File: config.mk
export PLATFORM = sky130hd
export DESIGN_NAME = rotor_slice_timer
export DESIGN_NICKNAME = d
export VERILOG_FILES = /design/src/rtl/rotor_slice_timer.sv
export SDC_FILE = /design/constraint.sdc
export NUM_CORES = 1
export LEC_CHECK = 0
export CORE_MARGIN = 10
export CORE_UTILIZATION = 41
export CTS_CLUSTER_SIZE = 8
export DETAILED_ROUTE_END_ITERATION = 7
export HOLD_SLACK_MARGIN = 0.02
export SLEW_MARGIN = 20
export SYNTH_ARGS = -nofsm -noshare
export SYNTH_HDL_FRONTEND = slang
export SYNTH_SLANG_ARGS = --single-unit
File: constraint.sdc
create_clock -name clk -period 3.6 [get_ports clk]
set_clock_uncertainty 0.05 [all_clocks]
set_input_delay 0.36 -clock clk [delete_from_list [all_inputs] [get_ports clk]]
set_output_delay 0.36 -clock clk [all_outputs]
set_load 0.1 [all_outputs]
File: src/rtl/rotor_slice_timer.sv
// Angular timing generator: measures Hall magnet intervals and splits each
// segment into equal slices with a fractional phase accumulator.
module rotor_slice_timer #(
  parameter int CLK_FREQ    = 50_000_000,
  parameter int NUM_MAG     = 32,
  parameter int NUM_SLICES  = 256,
  parameter int FRAC_BITS   = 8,
  parameter int DEBOUNCE    = 16,
  parameter int TIMEOUT_CYC = 2_000_000
) (
  input  logic                             clk,
  input  logic                             nReset,
  input  logic                             mag,
  input  logic                             idx,
  input  logic                             errClr,
  output logic [$clog2(NUM_SLICES)-1:0]    slice,
  output logic [$clog2(NUM_SLICES)-1:0]    sliceOpp,
  output logic                             sliceStrobe,
  output logic                             frameStart,
  output logic                             valid,
  output logic                             error,
  output logic [$clog2(TIMEOUT_CYC+1)-1:0] period
);

  localparam int SW   = $clog2(NUM_SLICES);
  localparam int MW   = $clog2(NUM_MAG);
  localparam int SPM  = NUM_SLICES / NUM_MAG;
  localparam int SPMW = $clog2(SPM);
  localparam int UW   = (SPMW > 0) ? SPMW : 1;
  localparam int CW   = $clog2(TIMEOUT_CYC + 1);
  localparam int LW   = $clog2(DEBOUNCE + 1);
  localparam int STW  = CW + FRAC_BITS;
  localparam int SH   = FRAC_BITS - SPMW;

  if (CLK_FREQ < 1 || NUM_MAG < 2 || (1 << MW) != NUM_MAG ||
      (1 << SW) != NUM_SLICES || SPM * NUM_MAG != NUM_SLICES ||
      SH < 0 || DEBOUNCE < 1) begin : g_bad_param
    $error("rotor_slice_timer: illegal parameter set");
  end

  typedef enum logic [1:0] {
    IDLE, MEASURE, WAIT_IDX, LOCKED
  } state_t;

  state_t         state_q, state_d;
  logic [1:0]     magS_q, idxS_q;
  logic           magReg_q;
  logic [LW-1:0]  lock_q;
  logic           evt_q, evtIdx_q;
  logic           accept;
  logic [CW-1:0]  seg_q, seg_d, segInc;
  logic [CW-1:0]  period_q, period_d;
  logic [STW-1:0] step_q, step_d;
  logic [STW-1:0] acc_q, acc_d;
  logic [STW:0]   sum, stepEff, inc;
  logic [MW-1:0]  magIdx_q, magIdx_d;
  logic [UW-1:0]  sub_q, sub_d;
  logic [SW-1:0]  slice_q, slice_d;
  logic           strobe_q, frame_q, frame_d;
  logic           err_q, err_d, setErr;

  assign accept = (magS_q[1] != magReg_q) && (lock_q == '0);

  // Edge detect is registered so idx is captured with the accepted edge.
  always_ff @(posedge clk or negedge nReset) begin
    if (!nReset) begin
      magS_q   <= '0;
      idxS_q   <= '0;
      magReg_q <= 1'b0;
      lock_q   <= '0;
      evt_q    <= 1'b0;
      evtIdx_q <= 1'b0;
    end else begin
      magS_q   <= {magS_q[0], mag};
      idxS_q   <= {idxS_q[0], idx};
      evt_q    <= accept;
      evtIdx_q <= accept & idxS_q[1];
      if (accept) begin
        magReg_q <= magS_q[1];
        lock_q   <= LW'(DEBOUNCE - 1);
      end else if (lock_q != '0) begin
        lock_q <= lock_q - 1'b1;
      end
    end
  end

  always_comb begin
    state_d  = state_q;
    segInc   = (seg_q == CW'(TIMEOUT_CYC)) ? seg_q : seg_q + 1'b1;
    seg_d    = segInc;
    period_d = period_q;
    step_d   = step_q;
    acc_d    = acc_q;
    sub_d    = sub_q;
    magIdx_d = magIdx_q;
    slice_d  = slice_q;
    frame_d  = 1'b0;
    setErr   = 1'b0;
    inc      = '0;
    inc[FRAC_BITS] = 1'b1;
    stepEff  = (step_q == '0) ? inc : {1'b0, step_q};
    sum      = {1'b0, acc_q} + inc;

    // period counts the event cycle itself, so it equals the edge spacing
    if (evt_q) begin
      seg_d    = '0;
      period_d = segInc;
      step_d   = STW'(segInc) << SH;
    end

    unique case (state_q)
      IDLE: begin
        if (evt_q) state_d = MEASURE;
      end
      MEASURE: begin
        if (evt_q) state_d = WAIT_IDX;
      end
      WAIT_IDX: begin
        if (evt_q && evtIdx_q) begin
          state_d  = LOCKED;
          magIdx_d = '0;
          sub_d    = '0;
          acc_d    = '0;
          slice_d  = '0;
          frame_d  = 1'b1;
        end
      end
      LOCKED: begin
        if (evt_q) begin
          sub_d = '0;
          acc_d = '0;
          if (evtIdx_q) begin
            magIdx_d = '0;
            frame_d  = 1'b1;
            setErr   = (magIdx_q != MW'(NUM_MAG - 1));
          end else begin
            magIdx_d = magIdx_q + 1'b1;
          end
          slice_d = SW'(magIdx_d) << SPMW;
        end else begin
          acc_d = STW'(sum);
          if (sum >= stepEff) begin
            acc_d = STW'(sum - stepEff);
            if (sub_q != UW'(SPM - 1)) begin
              sub_d   = sub_q + 1'b1;
              slice_d = slice_q + 1'b1;
            end
          end
        end
      end
      default: state_d = IDLE;
    endcase

    if (state_q != IDLE && !evt_q && seg_q == CW'(TIMEOUT_CYC)) begin
      state_d  = IDLE;
      slice_d  = '0;
      sub_d    = '0;
      acc_d    = '0;
      magIdx_d = '0;
      setErr   = 1'b1;
    end

    err_d = err_q;
    if (setErr)      err_d = 1'b1;
    else if (errClr) err_d = 1'b0;
  end

  always_ff @(posedge clk or negedge nReset) begin
    if (!nReset) begin
      state_q  <= IDLE;
      seg_q    <= '0;
      period_q <= '0;
      step_q   <= '0;
      acc_q    <= '0;
      sub_q    <= '0;
      magIdx_q <= '0;
      slice_q  <= '0;
      strobe_q <= 1'b0;
      frame_q  <= 1'b0;
      err_q    <= 1'b0;
    end else begin
      state_q  <= state_d;
      seg_q    <= seg_d;
      period_q <= period_d;
      step_q   <= step_d;
      acc_q    <= acc_d;
      sub_q    <= sub_d;
      magIdx_q <= magIdx_d;
      slice_q  <= slice_d;
      strobe_q <= (slice_d != slice_q);
      frame_q  <= frame_d;
      err_q    <= err_d;
    end
  end

  assign slice       = slice_q;
  assign sliceOpp    = slice_q + SW'(NUM_SLICES / 2);
  assign sliceStrobe = strobe_q;
  assign frameStart  = frame_q;
  assign valid       = (state_q == LOCKED);
  assign error       = err_q;
  assign period      = period_q;

endmodule

==> run metrics, run 1 <==
Synth Flop Type=dfrtp_1; Max Slew Vio Count=0; most frequent cells in the layout=dfrtp_1 (98), nor2_1 (96), nand2_1 (77); NumNets Final=902; HPWL after DPL=13200 um; Fillers=1511; status=finished, violations left; Top Ports=46; Vias=5886; vias in the first global route=around 5800; routed wire length=17600 um; Post-Syn Area=6550 um2; Most Frequent Cell on Critical Path=nand2_1; die height=about 150 um; TritonCTS clock tree=done; slew margin rel.=33.6%; R2R Setup Slk=-0.06 ns; Crit. End Element=register; clock root cell=clkbuf_16; Die X=146 um; CTS Hold Bufs=0; r2r endpoint=acc_q[28]; total of max-cap violations=0; Via density=between 5 and 6; clk_lat worst skew=0.35 ns; syn_area_per_cell=8.47 um2; Die ar.=21400 um2; initial antenna violation count=0; post-synthesis cell count=774; Hold Crit Class=input port to async pin; core area=approximately 16000 um2; worst r2r src=acc_q[8]; fin crit share=102%; Starting Density=41.6%; Crit path largest cell delay=approximately 0.42 ns; area of the multi-input gates=between 3000 and 4000 um2; DRT iter0 DRCs=438; Worst-Margin Slew=about 0.99 ns; htree depth=3; DP Area=7530 um2; final instance area=8050 um2; WS Path Type=register to register; largest net degree at the start of global routing=67; Ant. Diodes=0; setup violators final=6; most common cell after layout, fill and taps aside=dfrtp_1; FF+latch count, synth=99; Worst-path clk slew=about 0.070 ns; Final ANT Viol Nets=0; yosys warns=0; Crit-path slowest cell=or3_4; FP Rows=46; Peak Freq=around 0.27 GHz; post-route DRC violation count=0; first-pass GRT wire length=between 20000 and 30000 um; Reg area=2480 um2; wire per inst=16.3 um; CP arrival=3.85 ns; r2r worst-path depth=16; CP Launch Type=register; critical-path maximum fanout=6; Area Growth Syn to Fin=22.8%; Critical Path RT=between 3 and 4 ns; share of layout cells above drive strength 1=14.8%; Max Root-Sink Buffers=2; CP top delay family=simple AND/OR/NAND/NOR gates; clock sinks=99; RSZ-0062 raised after global routing=yes; RePlAce Congestion=0.859; port bufs=45; CP bufs+invs=0; critical-path cell list=ha_2, nand2_1, or3_4, nor2_4, nand2_1, xnor2_2, ha_1, and3_4, and3_1, nand2_1, a31oi_1, o311a_1, a211oi_4, a211oi_2, o21a_1, o22a_1; global route overflow=0; sequential fraction of the synthesis area=37.8%; setup ws final=-0.0647 ns; Num CTS Buffers=9; Pre-antenna DRT Iters=5; failing checks=setup timing; All-Layer GR Usage=around 16%; asr flop ratio synth=100%; Final Hold Viols=0; syn nets=slightly above 800; Distinct cells, synth=76; Tmin final=3.66 ns; Post-synth EDFFs=0
worst register-to-register path, cell delays in order (launching register included):
cell      delay (ns)
dfrtp_1         0.36
ha_2            0.18
nand2_1         0.07
or3_4           0.42
nor2_4          0.16
nand2_1         0.10
xnor2_2         0.15
ha_1            0.33
and3_4          0.21
and3_1          0.19
nand2_1         0.09
a31oi_1         0.11
o311a_1         0.35
a211oi_4        0.27
a211oi_2        0.12
o21a_1          0.19
o22a_1          0.19
layer usage:
layer  vias to the layer above  wire, um  GRT usage, %
met1                      2824      8290          21.9
met2                       148      8160          26.1
met3                        23       794          2.81
li1                       2891         -             -
met4                         0       367          6.41
met5                         -         0             0
cell families (layout without fill, tap and decap cells):
family,after synthesis,in the layout,synth area share [%]
mux,6,6,0.955
buf+inv,82,174,5.73
simple gates,297,297,22.2
xor+xnor,59,59,7.89
compound gates,195,195,18.5
fa+ha+maj,36,36,6.99
flops,99,99,37.8
per-stage QoR:
stage               hold slack, ns  cells  utilization, %  worst slack, ns  TNS [ns]
floorplan                   0.0144    774               -           0.0114         0
global placement             0.283   1057            47.8          -0.0135   -0.0135
detailed placement           0.286   1057            47.8           -0.130     -1.00
CTS                          0.111   1075            50.0          -0.0171   -0.0325
global route                 0.155   1082            51.0           -0.218     -4.34
finish                      0.0729   1082            51.0          -0.0647    -0.205
flip-flops by register name, indices dropped and copies added (netlist names):
| name | cells |
|---|---|
| period | 21 |
| lock_q | 5 |
| evt_q | 1 |
| idxS_q | 2 |
| sliceStrobe | 1 |
| slice | 8 |
| state_q | 2 |
| magIdx_q | 5 |
| magS_q | 2 |
| magReg_q | 1 |
| sub_q | 3 |
| evtIdx_q | 1 |
| error | 1 |
| frameStart | 1 |
| acc_q | 24 |
| seg_q | 21 |
cell type report:
class / count / share of cell area (%)
Inverter: 48 / 2.24
Clock inverter: 5 / 0.824
Tap cell: 216 / 3.36
Sequential cell: 99 / 30.8
Clock buffer: 11 / 3.14
Multi-Input combinational cell: 593 / 47.5
Timing Repair Buffer: 110 / 12.1
repair_timing:
item | in CTS | in global routing
gates resized for setup | 4 | 27
pin swaps | 3 | 15
setup endpoints to repair | 26 | 35
setup buffers | 2 | 7
Yosys cell counts, drive strengths merged (2+ instances only):
| library cell | n | area [um2] |
|---|---|---|
| mux2 | 2 | 22.5 |
| ha | 35 | 438 |
| a21oi | 72 | 360 |
| nand4 | 8 | 56.3 |
| nor2b | 6 | 37.5 |
| nand2b | 6 | 37.5 |
| a311oi | 3 | 26.3 |
| a2111oi | 2 | 23.8 |
| nor4 | 10 | 83.8 |
| mux2i | 4 | 40.0 |
| a31oi | 7 | 43.8 |
| a22oi | 2 | 15.0 |
| nor2 | 99 | 374 |
| xnor2 | 35 | 307 |
| a211oi | 2 | 20.0 |
| o31ai | 4 | 30.0 |
| nand4b | 2 | 17.5 |
| a221oi | 2 | 23.8 |
| o21bai | 3 | 22.5 |
| a32oi | 3 | 26.3 |
| and2 | 7 | 46.3 |
| buf | 25 | 161 |
| nand2 | 80 | 303 |
| a22o | 4 | 35.0 |
| o21a | 2 | 15.0 |
| clkbuf | 9 | 33.8 |
| a21o | 6 | 45.0 |
| inv | 48 | 180 |
| a211o | 4 | 35.0 |
| o21ai | 52 | 260 |
| nor4b | 2 | 17.5 |
| xor2 | 24 | 210 |
| and3 | 13 | 86.3 |
| o22a | 2 | 17.5 |
| nor3 | 26 | 168 |
| nand3 | 28 | 158 |
| or3 | 6 | 37.5 |
| a32o | 4 | 40.0 |
| dfrtp | 99 | 2480 |
| o22ai | 6 | 37.5 |
| o211ai | 4 | 30.0 |
how the worst max path moves through the flow:
| stage | start | to | slack (ns) | cells past startpoint |
|---|---|---|---|---|
| finish | acc_q[8] | acc_q[28] | -0.06 | 16 |
| CTS | acc_q[8] | acc_q[21] | -0.02 | 15 |
| global placement | acc_q[8] | acc_q[21] | -0.01 | 15 |
| global route | acc_q[8] | slice[2] | -0.22 | 16 |
| floorplan | acc_q[8] | acc_q[28] | 0.01 | 16 |
| detailed placement | acc_q[8] | acc_q[21] | -0.13 | 15 |
Power of run 1 is left out: the tool's default activity adds up to more than one toggle a clock period on the data nets, which glitch-free logic cannot reach.
==> run 2, diff against run 1 <==
--- a/config.mk
+++ b/config.mk
@@ -6,7 +6,7 @@
 export NUM_CORES = 1
 export LEC_CHECK = 0
 export CORE_MARGIN = 10
-export CORE_UTILIZATION = 41
+export CORE_UTILIZATION = 25
 export CTS_CLUSTER_SIZE = 8
 export DETAILED_ROUTE_END_ITERATION = 7
 export HOLD_SLACK_MARGIN = 0.02
==> run metrics, run 2 (synthesis gave the netlist of run 1 again) <==
routed wire length=18400 um (+4.5%); total of max-cap violations=0 (unchanged); All-Layer GR Usage=10.6% (-5.9 points); setup ws final=-0.00979 ns (+0.0549 ns); port bufs=45 (unchanged); CP Launch Type=register; Pre-antenna DRT Iters=5 (unchanged); fin crit share=100% (-1.5 points); Starting Density=25.3% (-16 points); clk_lat worst skew=0.36 ns (about the same); Area Growth Syn to Fin=26.6%; most common cell after layout, fill and taps aside=dfrtp_1; Tmin final=3.61 ns (-0.0549 ns); Critical Path RT=3.80 ns (about the same); r2r worst-path depth=17 (+1); Hold Crit Class=input port to async pin; largest net degree at the start of global routing=68 (+1.5%); R2R Setup Slk=-0.01 ns (+0.05 ns); Final Hold Viols=0 (unchanged); r2r endpoint=acc_q[28]; TritonCTS clock tree=done; core area=25900 um2 (+64%); die height=182 um (+24%); vias in the first global route=5665 (-1.8%); Vias=5901 (+0.25%); Ant. Diodes=0 (unchanged); Worst-path clk slew=0.08 ns (about the same); share of layout cells above drive strength 1=15.9% (+1.1 points); Peak Freq=0.277 GHz (+1.5%); CP arrival=3.81 ns (-0.04 ns); register name with the most flops=acc_q; area of the multi-input gates=3910 um2 (+2.3%); worst r2r src=acc_q[8]; most frequent cells in the layout=dfrtp_1 (98), nor2_1 (97), nand2_1 (75); Fillers=2716 (+80%); critical-path maximum fanout=5 (-1); Max Slew Vio Count=0 (unchanged); FP Rows=59 (+28%); first-pass GRT wire length=29200 um (-0.12%); initial antenna violation count=0 (unchanged); clock sinks=99 (unchanged); setup violators final=1 (-5); NumNets Final=905 (+0.33%); htree depth=3 (unchanged); clock root cell=clkbuf_16; Via density=4.90 (-9.9%); Num CTS Buffers=9 (unchanged); RePlAce Congestion=0.891 (+3.8%); status=finished, violations left; Final ANT Viol Nets=0 (unchanged); DRT iter0 DRCs=400 (-8.7%); wire per inst=15.3 um (-6.0%); Top Ports=46 (unchanged); global route overflow=0 (unchanged); HPWL after DPL=13300 um (+0.52%); Max Root-Sink Buffers=2 (unchanged); slew margin rel.=31.0% (-2.6 points); Die ar.=33100 um2 (+54%); post-route DRC violation count=0 (unchanged); max reg flops=24 (unchanged); Reg area=2480 um2 (unchanged); WS Path Type=register to register; Die X=182 um (+24%); failing checks=setup timing; hold slack=0.0907 ns (+0.0178 ns); Worst-Margin Slew=1.03 ns (+0.0388 ns); CTS Hold Bufs=0 (unchanged); RSZ-0062 raised after global routing=yes; Crit. End Element=register
## run 2: cell types whose count changed in the layout (fill, tap and decap cells not counted), sizes merged
cell and delta:
buf +1, bufinv -1, clkinv +1, inv +2
## run 2: area by class of cell
class                      instances  share of cell area [%]
clock buffer                       9                    2.71
inverter                          48                    2.17
timing repair buffer             113                    12.3
tap                              335                    5.05
sequential                        99                    29.9
clock inverter                     7                   0.679
multi-input combinational        593                    47.2
## run 2: worst max-delay path: stages (launching register included)
cell and delay, ns:
dfrtp_1 0.36, buf_4 0.13, nand3_4 0.08, nor3_4 0.19, nand2b_1 0.11, buf_4 0.17
nor2_1 0.10, xor2_1 0.21, ha_1 0.33, a21oi_2 0.19, o21ai_2 0.11, a311oi_2 0.26
a31oi_2 0.14, o311a_1 0.32, a211oi_2 0.24, a211oi_1 0.14, o21a_1 0.18, o22a_1 0.18
## run 2: repair_timing
action                                  in CTS  in global routing
buffers inserted                             0                  7
gates resized for setup                      3                 39
endpoints found under the setup margin       6                 35
pin swaps                                    0                 20
cloned                                       0                  2
## run 2: worst max path at each step
stage / start / to / slack (ns) / cells past startpoint
floorplan: acc_q[8] / acc_q[28] / 0.01 / 16
global placement: acc_q[8] / acc_q[27] / 0.02 / 17
detailed placement: acc_q[8] / acc_q[27] / -0.03 / 17
CTS: acc_q[8] / acc_q[28] / 0.006 / 15
global route: acc_q[8] / acc_q[28] / -0.16 / 17
finish: acc_q[8] / acc_q[28] / -0.01 / 17
## run 2: through the flow
stage	util (%)	setup slack [ns]	std cells	cell area (um2)	TNS [ns]
6_report	32.0	-0.00979	1204	8300	-0.00979
5_1_grt	32.0	-0.157	1204	8300	-1.38
4_1_cts	30.9	0.00634	1195	8000	0
3_5_place_dp	29.7	-0.0341	1179	7710	-0.0844
3_3_place_gp	29.7	0.0245	1179	7710	0
2_1_floorplan	-	0.0114	774	6560	0
## run 2: metal layers
layer | part of all wire, % | routed length (um) | global-route usage (%)
met3 | 3.8 | 706 | 1.81
met2 | 48 | 8900 | 17.8
met1 | 46 | 8430 | 13.5
met5 | 0 | 0 | 0
met4 | 2.1 | 378 | 3.32
Power of run 2 is left out for the same reason.
